--- src/rtl/sva_result_collector.sv ---
// Collects checker succ/fail/lazy_succ pulses into saturating counts, a verdict and an optional event FIFO.
// Latency: counters/verdict 1 cycle; FIFO head visible 1 cycle after push. Backpressure: evt_ready pops, full FIFO drops pushes.
// Optional event FIFO built only when SVA_EVT_FIFO_EN is defined; otherwise evt_* outputs are tied 0.

`ifdef SVA_EVT_FIFO_EN
module sva_evt_fifo #(
  parameter int W     = 18,
  parameter int DEPTH = 8
) (
  input  logic         clk,
  input  logic         rst_n,
  input  logic         flush,
  input  logic         push,
  input  logic [W-1:0] push_dat,
  input  logic         pop,
  output logic         push_ok,
  output logic [W-1:0] head_dat,
  output logic         empty
);
  localparam int AW = $clog2(DEPTH);

  logic [AW:0]  wr_ptr, rd_ptr;
  logic [W-1:0] mem [DEPTH];
  logic         full, pop_ok;

  assign empty   = (wr_ptr == rd_ptr);
  assign full    = (wr_ptr[AW] != rd_ptr[AW]) && (wr_ptr[AW-1:0] == rd_ptr[AW-1:0]);
  assign pop_ok  = pop && !empty;
  // A pop in the same cycle frees the head slot, so a full FIFO can still accept.
  assign push_ok = push && (!full || pop_ok);
  assign head_dat = mem[rd_ptr[AW-1:0]];

  always_ff @(posedge clk or negedge rst_n) begin
    if (!rst_n) begin
      wr_ptr <= '0;
      rd_ptr <= '0;
    end else if (flush) begin
      wr_ptr <= '0;
      rd_ptr <= '0;
    end else begin
      if (push_ok) wr_ptr <= wr_ptr + (AW+1)'(1);
      if (pop_ok)  rd_ptr <= rd_ptr + (AW+1)'(1);
    end
  end

  always_ff @(posedge clk) begin
    if (push_ok && !flush) mem[wr_ptr[AW-1:0]] <= push_dat;
  end
endmodule
`endif

module sva_result_collector #(
  parameter int CNT_WIDTH  = 16,
  parameter int TS_WIDTH   = 16,
  parameter int FIFO_DEPTH = 8
) (
  input  logic                 sys_clk,
  input  logic                 sys_rst_n,
  input  logic                 clr,
  input  logic                 tick,
  input  logic                 succ,
  input  logic                 fail,
  input  logic                 lazy_succ,
  output logic [CNT_WIDTH-1:0] succ_cnt,
  output logic [CNT_WIDTH-1:0] fail_cnt,
  output logic [CNT_WIDTH-1:0] lazy_cnt,
  output logic [TS_WIDTH-1:0]  period_cnt,
  output logic [1:0]           verdict,
  output logic                 evt_valid,
  input  logic                 evt_ready,
  output logic [1:0]           evt_type,
  output logic [TS_WIDTH-1:0]  evt_period,
  output logic                 evt_overflow,
  output logic                 evt_merged
);
  typedef enum logic [1:0] {
    V_NONE    = 2'd0,
    V_PASSING = 2'd1,
    V_FAILED  = 2'd2
  } verdict_t;

  verdict_t state_q, state_d;

  always_ff @(posedge sys_clk or negedge sys_rst_n) begin
    if (!sys_rst_n) begin
      succ_cnt   <= '0;
      fail_cnt   <= '0;
      lazy_cnt   <= '0;
      period_cnt <= '0;
    end else if (clr) begin
      succ_cnt   <= '0;
      fail_cnt   <= '0;
      lazy_cnt   <= '0;
      period_cnt <= '0;
    end else begin
      if (succ && !(&succ_cnt))      succ_cnt <= succ_cnt + CNT_WIDTH'(1);
      if (fail && !(&fail_cnt))      fail_cnt <= fail_cnt + CNT_WIDTH'(1);
      if (lazy_succ && !(&lazy_cnt)) lazy_cnt <= lazy_cnt + CNT_WIDTH'(1);
      if (tick)                      period_cnt <= period_cnt + TS_WIDTH'(1);
    end
  end

  always_ff @(posedge sys_clk or negedge sys_rst_n) begin
    if (!sys_rst_n) state_q <= V_NONE;
    else            state_q <= state_d;
  end

  always_comb begin
    state_d = state_q;
    if (clr)                                              state_d = V_NONE;
    else if (fail)                                        state_d = V_FAILED;
    else if (state_q == V_NONE && (succ || lazy_succ))    state_d = V_PASSING;
  end

  assign verdict = state_q;

`ifdef SVA_EVT_FIFO_EN
  logic                push, push_ok, fifo_empty;
  logic [1:0]          push_type;
  logic [TS_WIDTH+1:0] head_dat;

  assign push = (succ || fail || lazy_succ) && !clr;

  always_comb begin
    push_type = 2'd3;
    if (fail)      push_type = 2'd2;
    else if (succ) push_type = 2'd1;
  end

  sva_evt_fifo #(.W(TS_WIDTH + 2), .DEPTH(FIFO_DEPTH)) u_fifo (
    .clk      (sys_clk),
    .rst_n    (sys_rst_n),
    .flush    (clr),
    .push     (push),
    .push_dat ({push_type, period_cnt}),
    .pop      (evt_valid && evt_ready),
    .push_ok  (push_ok),
    .head_dat (head_dat),
    .empty    (fifo_empty)
  );

  assign evt_valid  = !fifo_empty;
  assign evt_type   = evt_valid ? head_dat[TS_WIDTH+1:TS_WIDTH] : 2'd0;
  assign evt_period = evt_valid ? head_dat[TS_WIDTH-1:0] : '0;

  always_ff @(posedge sys_clk or negedge sys_rst_n) begin
    if (!sys_rst_n) begin
      evt_overflow <= 1'b0;
      evt_merged   <= 1'b0;
    end else if (clr) begin
      evt_overflow <= 1'b0;
      evt_merged   <= 1'b0;
    end else begin
      if (push && !push_ok) evt_overflow <= 1'b1;
      if ((fail && (succ || lazy_succ)) || (succ && lazy_succ)) evt_merged <= 1'b1;
    end
  end
`else
  logic unused_evt_ready;
  assign unused_evt_ready = evt_ready;
  assign evt_valid    = 1'b0;
  assign evt_type     = 2'd0;
  assign evt_period   = '0;
  assign evt_overflow = 1'b0;
  assign evt_merged   = 1'b0;
`endif
endmodule

--- config.mk ---
export PLATFORM = sky130hd
export DESIGN_NAME = sva_result_collector
export DESIGN_NICKNAME = d
export VERILOG_FILES = /design/src/rtl/sva_result_collector.sv
export SDC_FILE = /design/constraint.sdc
export NUM_CORES = 1
export LEC_CHECK = 0
export ABC_AREA = 1
export BUFFER_PORTS_ARGS = -buffer_cell sky130_fd_sc_hd__clkbuf_2
export CAP_MARGIN = 20
export CORE_ASPECT_RATIO = 1.1
export CORE_MARGIN = 4
export CORE_UTILIZATION = 55
export CTS_BUF_LIST = sky130_fd_sc_hd__clkbuf_8 sky130_fd_sc_hd__clkbuf_16
export DETAILED_ROUTE_END_ITERATION = 12
export PLACE_DENSITY = 0.9
export SLEW_MARGIN = 20
export SYNTH_ARGS = -nofsm -noshare
export SYNTH_HDL_FRONTEND = slang
export SYNTH_SLANG_ARGS = --single-unit
export TNS_END_PERCENT = 10
--- constraint.sdc ---
create_clock -name sys_clk -period 2 [get_ports sys_clk]
set_input_delay 0.4 -clock sys_clk [delete_from_list [all_inputs] [get_ports sys_clk]]
set_output_delay 0.4 -clock sys_clk [all_outputs]
set_load 0.005 [all_outputs]
==> out/metrics.yaml, run 1 <==
synthesis:
  avgSynthCellArea_sq_um: 7.350
  synth_warnings: 0
  yosysSeqAreaShare: 0.3929
  synthCells: 572
  ys_types: 37
  synth.cell_area_sq_mm: 0.004204
  synth-seq-cells: 66
timing:
  timing.final.ws_setup_ps: 223.9
  fmax_mhz: 563.0
  skew_ps: 8.835
  relSlewSlack: 0.6592
  hold_violations: 0
  fin_crit_sh: 0.8880
  worst_pin_slew_ps: 509.3
  period_minus_slack_ps: 1776
  drv_slew: 0
  rsz0062_at_grt: "false"
  fin_tns_setup_ps: 0
  final-setup-viol-count: 0
cts:
  cts_tree: "done"
  post-cts-setup-buffers: 0
  postCtsHoldBufs: 0
  clockBufferDepth: 2
  cts_buffers: 9
  cts_num_sinks: 66
  clock_latency_ps: 330
  root_buffer: "clkbuf_8"
  htreeDepth: 3
  cts.clk_slew.worst_paths_ps: 70
  post_cts_resized: 0
power:
  finalPower_mw: 2.741
  power_leakage_nw: 2.463
  ir_drop_v: 0.0003169
  p_per_area_mw_per_mm2: 575.0
global_route:
  grt_pass1_vias: 3778
  grt_max_degree: 67
  grt_overflow: 0
  grt_use_total: 0.2248
  antenna_found_initial: 0
  grt_pass1_wl_um: 16880
setup_path:
  path_max_fanout: 14
  required_ps: 2260
  cp-end-kind: "register"
  cp_cell_sequence: "ha_1 -> nand3_1 -> inv_2 -> nand2_4 -> o21ai_4 -> nand2_4 -> clkinv_2 -> nand2_1 -> nand2_1"
  crit_path_max_incr_delay_ps: 420
  crit_slowest_cell: "dfrtp_1"
  crit_arrival_ps: 2040
  critPathKind: "register to register"
  startpoint_type: "register"
place:
  port_buffers: 72
  dp_slack_ps: 264.6
  gp_congestion: 0.9259
  place_hpwl_um: 7289
  place_area_sq_mm: 0.004563
finish:
  mostFrequentLayoutCells: "nand2_1, clkbuf_2, nor2_1"
  drive_above_1_share: 0.1975
  fin_nets: 661
  postLayoutCellArea_sq_mm: 0.004767
  area_delta_synth_final_pct: 13.39
  final_common_cell: "nand2_1"
  n_antenna_cell: 0
  fillCellCount: 658
  final_util: 0.6414
floorplan:
  die_w_um: 91.36
  die_y_um: 99.70
  ios: 95
  coreArea_sq_mm: 0.007432
  die_area_sq_mm: 0.009108
  std_cell_rows: 33
  start_util: 0.5657
routing:
  vias: 3978
  first_iter_violations: 286
  drc: 0
  first_pass_iters: 5
  final_antenna_net_count: 0
  wirelength_um: 9982
  vias_per_cell: 5.376
  wire_per_inst_um: 13.49
status:
  status: "finished, final reports clean"
flow_run:
  drv_cap: 0
min_path:
  hold_path.class: "primary input to async pin"
## cell usage after synthesis (all sizes together)
cell    count  area (sq um)
nand2     193         768.2
nor2       78         364.1
dfrtp      66          1652
inv        49         183.9
nand3      42         210.2
nand4      32         200.2
buf        27         224.0
o21ai      27         191.4
a21oi      13         68.82
xor2       13         113.9
o21bai     10         75.07
nor3        6         35.03
clkbuf      5         18.77
ha          4         50.05
nand3b      2         15.01
clkinv      1         5.000
conb        1         3.750
mux2i       1         10.01
or2         1         6.260
xnor2       1         8.760
## cell type report
type                    instances  area (sq um)  area share
multi-input cells             444          2196      0.4606
flip-flops and latches         66          1652      0.3465
repair buffers                 78         417.9     0.08766
inverters                      50         188.9     0.03963
clock buffers                  12         165.2     0.03465
well taps                      87         108.9     0.02283
clock inverters                 3         38.79    0.008136
## logic make-up (layout without fill, tap and decap cells)
logic type	Yosys count	count (layout)	synth area share
flops	66	66	0.3929
simple gates	354	354	0.3804
mux	1	1	0.002381
compound gates	50	50	0.07976
buf+inv	82	143	0.1027
fa+ha+maj	4	4	0.01191
other cells	1	21	0.0008920
xor+xnor	14	14	0.02917
## metrics by stage
step / instances / hold slack [ps]
after global routing: 740 / 93.69
after CTS: 740 / 82.77
after detailed placement: 725 / 447.2
after floorplan: 592 / 104.4
after global placement: 725 / 446.7
final: 740 / 46.17
## layer usage
| layer | vias to the layer above | share of wire | track usage |
|---|---|---|---|
| met5 | - | 0 | 0 |
| li1 | 1956 | - | - |
| met1 | 1877 | 0.41 | 0.2736 |
| met4 | 0 | 0.010 | 0.07773 |
| met2 | 136 | 0.51 | 0.3975 |
| met3 | 9 | 0.068 | 0.04463 |
## worst max-delay path: cells and delay by family, from the launching register on
| family | cells | cell delay [ps] |
|---|---|---|
| AND/OR/NAND/NOR | 5 | 550 |
| flip-flops | 1 | 420 |
| buffers and inverters | 2 | 330 |
| adder cells (fa/ha/maj) | 1 | 220 |
| AO/OA/AOI/OAI | 1 | 180 |
## sequential cells by signal, summed over array words and instances, names as in the netlist
signal      flops
period_cnt     16
fail_cnt       16
succ_cnt       16
lazy_cnt       16
verdict         2
## where the power goes
group | switching [mW] | leakage (nW) | total, mW | internal, mW
combinational | 0.145 | 1.44 | 0.211 | 0.0662
sequential | 0.0320 | 0.913 | 1.39 | 1.36
clock | 0.477 | 0.110 | 1.14 | 0.665
total | 0.654 | 2.46 | 2.74 | 2.09
## path summary, 6_finish.rpt
path	from	to	slack [ps]	depth (start not counted)
min in group sys_clk	fail	verdict[1]$_DFFE_PN0P_	350	3
min	sys_rst_n	lazy_cnt[5]$_DFFE_PN0P_	50	2
min reg2reg	period_cnt[3]$_DFFE_PN0P_	period_cnt[3]$_DFFE_PN0P_	520	1
max in group asynchronous	sys_rst_n	verdict[1]$_DFFE_PN0P_	1610	2
max	succ_cnt[0]$_DFFE_PN0P_	succ_cnt[2]$_DFFE_PN0P_	220	9
max reg2reg	succ_cnt[0]$_DFFE_PN0P_	succ_cnt[2]$_DFFE_PN0P_	220	9
No activity file was read; power rests on OpenSTA's default activity.
==> run 2: changes to the inputs <==
--- a/config.mk
+++ b/config.mk
@@ -9,7 +9,7 @@
 export BUFFER_PORTS_ARGS = -buffer_cell sky130_fd_sc_hd__clkbuf_2
 export CAP_MARGIN = 20
 export CORE_ASPECT_RATIO = 1.1
-export CORE_MARGIN = 4
+export CORE_MARGIN = 10
 export CORE_UTILIZATION = 55
 export CTS_BUF_LIST = sky130_fd_sc_hd__clkbuf_8 sky130_fd_sc_hd__clkbuf_16
 export DETAILED_ROUTE_END_ITERATION = 12
==> run 2 against run 1 <==
Via count decreased by 0.96%. Register-to-register slack improved by 20 ps. Non-clock buffer count unchanged. Largest power group unchanged.
==> out/metrics.yaml, run 2 (synthesized netlist as in run 1, its figures left out) <==
status:
  status: "finished, final reports clean"
timing:
  period_minus_slack_ps: 1759
  holdWs_ps: 34.43
  relSlewSlack: 0.6281
  hold_violations: 0
  skew_ps: 9.237
  fmax_mhz: 568.5
  fin_crit_sh: 0.8795
  rsz0062_at_grt: "false"
  fin_tns_setup_ps: 0
  final-setup-viol-count: 0
  drv_slew: 0
  worst_pin_slew_ps: 555.8
global_route:
  grt_use_total: 0.1852
  grt_pass1_vias: 3765
  antenna_found_initial: 0
  grt_overflow: 0
  grt_pass1_wl_um: 17640
  grt_max_degree: 37
power:
  ir_drop_v: 0.0003145
  finalPower_mw: 2.727
  p_per_area_mw_per_mm2: 571.7
  power_leakage_nw: 2.457
setup_path:
  critPathKind: "register to register"
  r2r_cells: 9
  crit_slowest_cell: "dfrtp_1"
  ff2ff_setup_slack_ps: 240
  crit_path_max_incr_delay_ps: 420
  cp_cell_sequence: "ha_1 -> nand2_1 -> nor2_4 -> nand2_2 -> nor2_4 -> nor2_4 -> nor2_8 -> nand2_1 -> nand2_1"
  required_ps: 2230
  r2r_start: "lazy_cnt[0]$_DFFE_PN0P_"
  path_max_fanout: 17
  crit_arrival_ps: 1990
  r2r_end: "lazy_cnt[3]$_DFFE_PN0P_"
  startpoint_type: "register"
  cp-end-kind: "register"
min_path:
  hold_path.class: "primary input to async pin"
routing:
  drc: 0
  wirelength_um: 10470
  vias_per_cell: 5.332
  wire_per_inst_um: 14.17
  first_pass_iters: 5
  first_iter_violations: 172
  final_antenna_net_count: 0
  vias: 3940
cts:
  cts.clk_slew.worst_paths_ps: 70
  clockBufferDepth: 2
  cts_num_sinks: 66
  postCtsHoldBufs: 0
  cts_tree: "done"
  cts_buffers: 9
  root_buffer: "clkbuf_8"
  clock_latency_ps: 350
  htreeDepth: 3
floorplan:
  die_w_um: 103.4
  die_area_sq_mm: 0.01154
  std_cell_rows: 33
  start_util: 0.5657
  coreArea_sq_mm: 0.007432
  ios: 95
  die_y_um: 111.7
place:
  place_hpwl_um: 7828
  port_buffers: 72
  gp_congestion: 0.8918
  dp_cells: 725
  place_area_sq_mm: 0.004576
finish:
  fin_nets: 661
  final_common_cell: "nand2_1"
  fin_cells: 739
  area_delta_synth_final_pct: 13.45
  mostFrequentLayoutCells: "nand2_1, clkbuf_2, nor2_1"
  n_antenna_cell: 0
  fillCellCount: 653
  drive_above_1_share: 0.1994
  postLayoutCellArea_sq_mm: 0.004770
flow_run:
  drv_cap: 0
## run 2: cell count changes in the layout (fill, tap and decap cells not counted), sizes merged
cell,delta
buf,-1
clkinv,+1
inv,-1
## run 2: area by class of cell
| class | instances | area (sq um) | area share |
|---|---|---|---|
| tap | 87 | 108.9 | 0.02282 |
| multi-input combinational | 444 | 2198 | 0.4609 |
| clock buffer | 11 | 151.4 | 0.03174 |
| sequential | 66 | 1652 | 0.3463 |
| clock inverter | 3 | 40.04 | 0.008395 |
| timing repair buffer | 78 | 430.4 | 0.09024 |
| inverter | 50 | 188.9 | 0.03961 |
## run 2: worst max-delay path by stage
stage / start / end / cells after the start
6_report: lazy_cnt[0]$_DFFE_PN0P_ / lazy_cnt[3]$_DFFE_PN0P_ / 9
5_1_grt: fail_cnt[0]$_DFFE_PN0P_ / fail_cnt[3]$_DFFE_PN0P_ / 9
4_1_cts: fail_cnt[0]$_DFFE_PN0P_ / fail_cnt[3]$_DFFE_PN0P_ / 9
3_5_place_dp: fail_cnt[0]$_DFFE_PN0P_ / fail_cnt[3]$_DFFE_PN0P_ / 9
2_1_floorplan: lazy_cnt[0]$_DFFE_PN0P_ / lazy_cnt[2]$_DFFE_PN0P_ / 9
3_3_place_gp: lazy_cnt[0]$_DFFE_PN0P_ / lazy_cnt[7]$_DFFE_PN0P_ / 9
## run 2: through the flow
stage / util / setup WS (ps)
floorplan: - / 434.4
global placement: 0.6157 / 306.1
detailed placement: 0.6157 / 226.8
CTS: 0.6414 / 212.9
global route: 0.6418 / 62.48
finish: 0.6418 / 241.1
## run 2: metal layers
layer / up-vias / global-route usage / routed length, um
met5: - / 0 / 0
met4: 0 / 0.06314 / 119
met3: 11 / 0.04329 / 808
met2: 144 / 0.3067 / 5136
met1: 1825 / 0.2284 / 4408
li1: 1960 / - / -
## run 2: power by group
group | internal (mW) | switching, mW
Sequential | 1.36 | 0.0309
Combinational | 0.0688 | 0.148
Clock | 0.626 | 0.498
## run 2: timing repair
item	in CTS	in global routing
setup buffers	0	0
gates resized for setup	0	1
endpoints found under the setup margin	0	1
## run 2: worst max-delay path, delay by kind of cell, from the launching register on
family / cells / cell delay [ps]
adders and majority gates: 1 / 250
DFF: 1 / 420
and+or+nand+nor: 8 / 970
==> run 3: changes to the inputs <==
==> constraint.sdc (replaced) <==
create_clock -name sys_clk -period 2.2 [get_ports sys_clk]
set_input_delay 0.44 -clock sys_clk [delete_from_list [all_inputs] [get_ports sys_clk]]
set_output_delay 0.44 -clock sys_clk [all_outputs]
set_load 0.005 [all_outputs]
==> run 3 against run 2 <==
Die area unchanged. Global-route usage is 0.13 points higher. Routed wire length grew 0.42%. First-iteration DRC count is 15% higher. Sequential power shrank 9%. Sequential cell count stayed put. Hold slack improved by 330 ps. Fmax shrank 7.1%.
==> out/metrics.yaml, run 3 (synthesized netlist as in run 1, its figures left out) <==
cts:
  post-cts-setup-buffers: 0
  htreeDepth: 3
  cts_tree: "done"
  postCtsHoldBufs: 1
  cts.clk_slew.worst_paths_ps: 70
  cts_buffers: 9
  post_cts_resized: 0
  clock_latency_ps: 340
  cts_num_sinks: 66
  root_buffer: "clkbuf_8"
  clockBufferDepth: 2
global_route:
  antenna_found_initial: 0
  grt_pass1_vias: 3908
  grt_use_total: 0.1865
  grt_pass1_wl_um: 17920
  grt_max_degree: 38
  grt_overflow: 0
timing:
  worst_pin_slew_ps: 497.2
  rsz0062_at_grt: "false"
  fin_tns_setup_ps: 0
  skew_ps: 10.10
  timing.final.ws_setup_ps: 306.6
  hold_violations: 0
  drv_slew: 0
  fmax_mhz: 528.2
  relSlewSlack: 0.6673
  final-setup-viol-count: 0
  period_minus_slack_ps: 1893
  fin_crit_sh: 0.8606
finish:
  final_util: 0.6434
  fin_nets: 661
  n_antenna_cell: 0
  drive_above_1_share: 0.1960
  fillCellCount: 634
  area_delta_synth_final_pct: 13.75
  final_common_cell: "nand2_1"
  mostFrequentLayoutCells: "nand2_1, clkbuf_2, nor2_1"
flow_run:
  drv_cap: 0
power:
  power_leakage_nw: 2.467
  p_sw_frac: 0.2424
  switching_power_mw: 0.6075
  ir_drop_v: 0.0003180
  p_int_mw: 1.899
  p_seq_frac: 0.503
  comb_power_share: 0.079
  p_per_area_mw_per_mm2: 524.1
  clockPowerShare: 0.419
place:
  gp_congestion: 0.9196
  dp_slack_ps: 354.0
  place_hpwl_um: 7879
  port_buffers: 72
min_path:
  min_from: "fail"
  hold_path.class: "primary input to register"
floorplan:
  die_area_sq_mm: 0.01154
  std_cell_rows: 33
  die_y_um: 111.7
  die_w_um: 103.4
  start_util: 0.5657
  coreArea_sq_mm: 0.007432
  ios: 95
routing:
  vias_per_cell: 5.459
  first_iter_violations: 198
  vias: 4040
  drc: 0
  first_pass_iters: 5
  wirelength_um: 10520
  final_antenna_net_count: 0
  wire_per_inst_um: 14.21
setup_path:
  required_ps: 2470
  critPathKind: "register to register"
  r2r_start: "succ_cnt[0]$_DFFE_PN0P_"
  startpoint_type: "register"
  worstSetupStartpoint: "succ_cnt[0]$_DFFE_PN0P_"
  path_max_fanout: 9
  crit_arrival_ps: 2170
  cp-end-kind: "register"
status:
  status: "finished, final reports clean"
-- run 3: cell types whose count changed in the layout (fill, tap and decap cells not counted) --
cell / before / now
clkbuf_8: 11 / 12
ha_2: 1 / 0
clkinv_2: 3 / 2
buf_4: 4 / 3
inv_1: 46 / 47
dlygate4sd3_1: 0 / 1
ha_1: 3 / 4
-- run 3: power groups by stage --
stage / clock [mW] / combinational [mW] / sequential (mW)
3_5_place_dp: 0 / 0.196 / 1.28
6_report: 1.05 / 0.197 / 1.26
4_1_cts: 1.06 / 0.199 / 1.26
5_1_grt: 1.13 / 0.225 / 1.26
2_1_floorplan: 0 / 0.141 / 1.28
3_3_place_gp: 0 / 0.190 / 1.28
-- run 3: layer usage --
layer,track usage,vias to the layer above,wire length (um)
met5,0,-,0
met4,0.05757,0,74
met3,0.05195,8,893
met2,0.3080,144,5320
met1,0.2282,1930,4228
li1,-,1958,-
-- run 3: area by class of cell --
class	instances	area, sq um	area share
sequential	66	1652	0.3454
clock inverter	3	38.79	0.008111
inverter	50	188.9	0.03951
multi-input combinational	444	2196	0.4592
timing repair buffer	78	432.9	0.09053
clock buffer	12	165.2	0.03454
tap	87	108.9	0.02276
-- run 3: worst paths after layout --
path                                      endpoint  slack, ps  depth (start not counted)
setup / recovery           succ_cnt[1]$_DFFE_PN0P_        310                         10
hold / removal              verdict[1]$_DFFE_PN0P_        370                          3
setup reg to reg           succ_cnt[1]$_DFFE_PN0P_        310                         10
hold reg to reg             verdict[0]$_DFFE_PN0P_        530                          2
max in group asynchronous  fail_cnt[3]$_DFFE_PN0P_       1130                          3
min in group asynchronous  lazy_cnt[6]$_DFFE_PN0P_        550                          2
-- run 3: worst max-delay path, cell delays in order, from the launching register on --
cell,delay (ps)
dfrtp_1,420
ha_1,240
nand3_1,200
inv_2,100
nand2_4,100
nor2_1,60
nor2_2,320
nand2_1,170
inv_1,110
nand2_1,50
nand2_1,50
-- run 3: per-stage QoR --
step	hold WS [ps]	std cells	instance area (sq um)	total power, mW
3_5_place_dp	348.2	724	4568	1.478
3_3_place_gp	341.1	724	4568	1.471
5_1_grt	383.2	740	4782	2.617
2_1_floorplan	144.4	592	4279	1.420
6_report	366.2	740	4782	2.506
4_1_cts	353.3	740	4782	2.522
